$ cat config.mk
export PLATFORM = sky130hd
export DESIGN_NAME = cache_arbiter
export DESIGN_NICKNAME = d
export VERILOG_FILES = /design/src/rtl/cache_arbiter.sv
export SDC_FILE = /design/constraint.sdc
export NUM_CORES = 1
export LEC_CHECK = 0
export CORE_UTILIZATION = 32
export CTS_BUF_LIST = sky130_fd_sc_hd__clkbuf_2
export DETAILED_ROUTE_END_ITERATION = 8
export HOLD_SLACK_MARGIN = 0.03
export MAX_ROUTING_LAYER = met4
export PLACE_DENSITY = 0.9
export SLEW_MARGIN = 20
export SYNTH_ARGS = -nofsm -noshare
export SYNTH_HDL_FRONTEND = slang
export SYNTH_SLANG_ARGS = --single-unit
$ cat constraint.sdc
create_clock -name clk -period 1.6 [get_ports clk]
set_input_delay 0.32 -clock clk [delete_from_list [all_inputs] [get_ports clk]]
set_output_delay 0.32 -clock clk [all_outputs]
set_load 0.02 [all_outputs]
$ cat src/rtl/cache_arbiter.sv
// cache_arbiter
//   Shares the single cache_control valid/ready port between the CPU
//   instruction fetch (i) and data (d) requesters for DRAM-mapped addresses.
//   A grant is locked for the whole transaction. The request is latched into
//   the mem_* registers on grant and held stable until mem_ready. Every
//   completion is followed by one IDLE cycle before the next grant.
//
//   Build option:
//     ARB_RR_EN defined   : round-robin between i and d on conflict.
//     ARB_RR_EN undefined : d has priority. After MAX_DSTREAK consecutive d grants
//                           taken while i was waiting, i is granted once.
//
//   Parameters:
//     ADDR_W       downstream address width (low ADDR_W bits of requester addr)
//     MAX_DSTREAK  max consecutive d grants while i waits (d-priority mode only)
//
//   Ports:
//     clk, resetn                   clock, asynchronous active-low reset
//     i_valid/i_addr                fetch request (held until i_ready)
//     i_ready/i_rdata               fetch completion pulse and data
//     d_valid/d_addr/d_wmask/d_wdata data request (wmask 0 = read)
//     d_ready/d_rdata               data completion pulse and read data
//     mem_valid/addr/wmask/wdata    latched request towards cache_control
//     mem_ready/mem_rdata           completion and read data from cache_control
`timescale 1ns/1ps

module cache_arbiter #(
    parameter int ADDR_W      = 26,
    parameter int MAX_DSTREAK = 4
) (
    input  logic              clk,
    input  logic              resetn,
    input  logic              i_valid,
    input  logic [31:0]       i_addr,
    output logic              i_ready,
    output logic [31:0]       i_rdata,
    input  logic              d_valid,
    input  logic [31:0]       d_addr,
    input  logic [3:0]        d_wmask,
    input  logic [31:0]       d_wdata,
    output logic              d_ready,
    output logic [31:0]       d_rdata,
    output logic              mem_valid,
    output logic [ADDR_W-1:0] mem_addr,
    output logic [3:0]        mem_wmask,
    output logic [31:0]       mem_wdata,
    input  logic              mem_ready,
    input  logic [31:0]       mem_rdata
);

    localparam logic [1:0] IDLE  = 2'd0;
    localparam logic [1:0] GNT_I = 2'd1;
    localparam logic [1:0] GNT_D = 2'd2;

    logic [1:0]        state_q, state_d;
    logic [ADDR_W-1:0] mem_addr_q, mem_addr_d;
    logic [3:0]        mem_wmask_q, mem_wmask_d;
    logic [31:0]       mem_wdata_q, mem_wdata_d;
    // Cleared if the granted requester ever drops valid during its access;
    // the access still completes downstream but its ready pulse is suppressed.
    logic              keep_q, keep_d;
    logic              grant_i, grant_d;

    // High address bits are outside the downstream window by construction.
    logic unused_addr_hi;
    assign unused_addr_hi = ^{i_addr, d_addr};

`ifdef ARB_RR_EN
    // 1 = d was served last; reset value means "i served last" so d wins first.
    logic last_d_q, last_d_d;
`else
    localparam int SW = $clog2(MAX_DSTREAK + 1);
    localparam logic [SW-1:0] STREAK_MAX = SW'(MAX_DSTREAK);
    logic [SW-1:0] streak_q, streak_d;
`endif

    // Arbitration: only evaluated in IDLE.
    always_comb begin
        grant_i = 1'b0;
        grant_d = 1'b0;
        if (state_q == IDLE) begin
            if (i_valid && d_valid) begin
`ifdef ARB_RR_EN
                if (last_d_q) grant_i = 1'b1;
                else          grant_d = 1'b1;
`else
                if (streak_q == STREAK_MAX) grant_i = 1'b1;
                else                        grant_d = 1'b1;
`endif
            end else if (i_valid) begin
                grant_i = 1'b1;
            end else if (d_valid) begin
                grant_d = 1'b1;
            end
        end
    end

    always_comb begin
        state_d     = state_q;
        mem_addr_d  = mem_addr_q;
        mem_wmask_d = mem_wmask_q;
        mem_wdata_d = mem_wdata_q;
        keep_d      = keep_q;
        case (state_q)
            IDLE: begin
                if (grant_i) begin
                    state_d     = GNT_I;
                    mem_addr_d  = i_addr[ADDR_W-1:0];
                    mem_wmask_d = 4'b0000;
                    mem_wdata_d = 32'h0;
                    keep_d      = 1'b1;
                end else if (grant_d) begin
                    state_d     = GNT_D;
                    mem_addr_d  = d_addr[ADDR_W-1:0];
                    mem_wmask_d = d_wmask;
                    mem_wdata_d = d_wdata;
                    keep_d      = 1'b1;
                end
            end
            GNT_I: begin
                if (!i_valid) keep_d = 1'b0;
                if (mem_ready) state_d = IDLE;
            end
            GNT_D: begin
                if (!d_valid) keep_d = 1'b0;
                if (mem_ready) state_d = IDLE;
            end
            default: state_d = IDLE;
        endcase
    end

`ifdef ARB_RR_EN
    always_comb begin
        last_d_d = last_d_q;
        if (grant_i) last_d_d = 1'b0;
        if (grant_d) last_d_d = 1'b1;
    end

    always_ff @(posedge clk or negedge resetn) begin
        if (!resetn) last_d_q <= 1'b0;
        else         last_d_q <= last_d_d;
    end
`else
    // Count d grants taken while i was waiting; any i grant or an
    // uncontended d grant restarts the count.
    always_comb begin
        streak_d = streak_q;
        if (grant_i) begin
            streak_d = '0;
        end else if (grant_d) begin
            if (!i_valid)                     streak_d = '0;
            else if (streak_q != STREAK_MAX)  streak_d = streak_q + SW'(1);
        end
    end

    always_ff @(posedge clk or negedge resetn) begin
        if (!resetn) streak_q <= '0;
        else         streak_q <= streak_d;
    end
`endif

    always_ff @(posedge clk or negedge resetn) begin
        if (!resetn) begin
            state_q     <= IDLE;
            mem_addr_q  <= '0;
            mem_wmask_q <= 4'b0000;
            mem_wdata_q <= 32'h0;
            keep_q      <= 1'b0;
        end else begin
            state_q     <= state_d;
            mem_addr_q  <= mem_addr_d;
            mem_wmask_q <= mem_wmask_d;
            mem_wdata_q <= mem_wdata_d;
            keep_q      <= keep_d;
        end
    end

    // mem_valid is decoded from state so an asynchronous reset drops it at once.
    assign mem_valid = (state_q != IDLE);
    assign mem_addr  = mem_addr_q;
    assign mem_wmask = mem_wmask_q;
    assign mem_wdata = mem_wdata_q;

    // Completion is forwarded combinationally in the mem_ready cycle.
    assign i_ready = (state_q == GNT_I) && mem_ready && keep_q && i_valid;
    assign d_ready = (state_q == GNT_D) && mem_ready && keep_q && d_valid;
    assign i_rdata = i_ready ? mem_rdata : 32'h0;
    assign d_rdata = d_ready ? mem_rdata : 32'h0;

endmodule
==> out/qor.txt <==
Synth Net Count - 485
CTS tree - done
Layout cell share with drive strength beyond 1 - 50.1%
Clock skew - 29.0 ps
Commonest non-fill, non-tap cell in the layout - clkdlybuf4s50_1
WP data arrival - 1970 ps
#FFs+latches synth - 68
Core Util, Final - 71.5%
Hold Vio Cnt, Final - 0
GRT Residual Overflow - 0
Slowest-stage cell, CP - dfrtp_1
Final Cycle Share - 143%
Worst setup SP type - flip-flop
Antenna-violating nets left - 0
# DRC - 0
Slew Viols, Final - 0
Iteration-0 DRC Markers - 196
Crit-path cells - inv_2, ha_4, and4_4, buf_12, buf_6, and2_4, buf_6
Final #Nets - 796
Total Routed Length - 15800 um
Die Height - 107 um
Final setup margin - -687 ps
Pin slew with the least headroom to its limit - 628 ps
Ant diodes - 0
Core area - 10500 um2
Vias in the first global route - 3980
Root buf cell - clkbuf_2
Clock slew at reported path FFs - 220 ps
Area growth syn-to-layout - 114%
Status - finished with violations
First-pass GRT wire length - 20500 um
Drt first pass iters - 4
Starting Density - 33.5%
Largest net degree at the start of global routing - 69
Crit-path most repeated cell - buf_6
Boundary Pins - 266
Vias per cell - 5.23
Cells after DPL - 722
Sequential fraction of the synthesis area - 48.5%
Clock sinks - 68
Post-synth cell types - 32
CP max stage delay - 470 ps
Post-Route Setup TNS - -52830 ps
Overall Global Routing Usage - 24.2%
Synthesis Warnings - 0
Initial antenna violation count - 0
Maximum vdd drop - 0.995 mV
Critical Path Sink Type - output pin
Clock latency at the later pin of the worst-skew pair - 500 ps
Slew HR - 58.1%
Worst hold path type - in2async
Non-filler cells, final - 795
DR vias - 4159
Mapped Cells - 343
Tmin final - 2290 ps
Power consumption - 12.3 mW
Critical path class - reg2out
Chip width - 107 um
Failing checks - setup timing
Htree depth - 3
RSZ-0062 raised after global routing - true
Pwr Density - 1640 nW/um2
Worst path required time - 1280 ps
Static Leak - 3.35 nW
Crit path max fanout - 15
HPWL after detailed placement - 9240 um
Fill count - 692
Commonest cells after routing, fill and taps aside - 123 x clkdlybuf4s50_1, 89 x buf_6, 68 x dfrtp_1, 66 x clkbuf_2, 44 x and2_4
Rows - 37
Routability cong. - 0.856
Post-Syn Area per Cell - 10.2 um2
Fmax - 437 MHz
Routed wire per std cell - 19.9 um
Clk buf depth - 2
CTS Buf Count - 9
Die area - 11400 um2
Setup-failing EPs final - 133
Post-Syn Area - 3510 um2
Max-Cap Viols - 0
IO Port Bufs - 253
-- stage by stage --
step	hold slack, ps	instance area, um2	setup WS [ps]
floorplan	24.4	3580	-0.624
CTS	314	6930	-752
detailed placement	372	6390	-767
global route	294	7490	-806
global placement	361	6390	-720
finish	325	7490	-687
-- report_power, final --
group	internal [mW]	leakage [nW]	total, mW	switching, mW
clock network	0.669	0.0876	1.35	0.681
registers	2.54	0.827	3.08	0.539
logic	3.85	2.44	7.83	3.98
total	7.06	3.35	12.3	5.20
-- final timing paths --
path                       slack, ps                     start                   endpoint  cells past startpoint
max                             -690    state_q[1]$_DFFE_PN0P_                 i_rdata[0]                      7
min                              320                    resetn  mem_wdata[17]$_DFFE_PN0P_                      3
max reg2reg                     -240    state_q[1]$_DFFE_PN0P_   mem_addr[18]$_DFFE_PN0P_                     10
min reg2reg                      540  mem_wdata[3]$_DFFE_PN0P_   mem_wdata[3]$_DFFE_PN0P_                      1
max in group asynchronous        950                    resetn   mem_wdata[6]$_DFFE_PN0P_                      3
min in group clk                 350                d_addr[14]   mem_addr[14]$_DFFE_PN0P_                      3
-- synth_stat cells (all sizes together) --
library cell | instances | area, um2
a21boi | 1 | 11.3
buf | 21 | 134
a41oi | 27 | 259
nand2b | 1 | 6.26
a22oi | 1 | 7.51
dfrtp | 68 | 1700
o21ai | 27 | 146
o21a | 1 | 7.51
and2 | 64 | 400
mux2i | 1 | 10.0
and4 | 2 | 17.5
a31oi | 3 | 33.8
inv | 6 | 22.5
or3 | 1 | 6.26
a21oi | 26 | 130
a21bo | 1 | 10.0
nor2 | 27 | 101
ha | 5 | 62.6
o22ai | 1 | 6.26
or3b | 1 | 8.76
nand2 | 4 | 15.0
mux2 | 1 | 11.3
nor3b | 1 | 7.51
clkbuf | 13 | 51.3
a22o | 38 | 333
nand3 | 1 | 5.00
-- final cells by class --
cell class,instances,area [um2],share of cell area [%]
inverters,6,22.5,0.301
repair buffers,333,3410,45.6
flip-flops and latches,68,1700,22.7
multi-input cells,236,2020,27.0
clock buffers,9,45.0,0.602
well taps,136,170,2.27
clock inverters,7,114,1.52
-- sequential cells by signal, summed over array words and instances, names as in the netlist --
register and flops:
streak_q 3, mem_wdata 32, mem_wmask 4, mem_addr 26, keep_q 1, state_q 2
-- cells by family after synthesis --
group | synth area share, %
flops | 48.5
simple gates | 16.2
fa+ha+maj | 1.78
compound gates | 26.9
mux | 0.607
buf+inv | 5.92
-- per-layer routing --
metal	GRT usage (%)	vias to the layer above	wire length [um]
met5	-	-	0
met4	8.32	0	517
met3	5.47	52	1100
met2	42.9	247	8370
met1	26.6	1988	5870
li1	-	1872	-
-- critical path: cells and delay by family, from the launching register on --
family	cells	cell delay [ps]
buf+inv	4	460
flops	1	470
fa+ha+maj	1	130
simple gates	2	390
-- repair_timing --
item,CTS,global route
pin swaps,12,56
endpoints found under the setup margin,195,196
buffers inserted,20,22
hold buffers,1,0
endpoints found under the hold margin,68,0
resized for setup,480,253
cloned,7,16
Note: power is estimated with default switching activity, not from simulation.
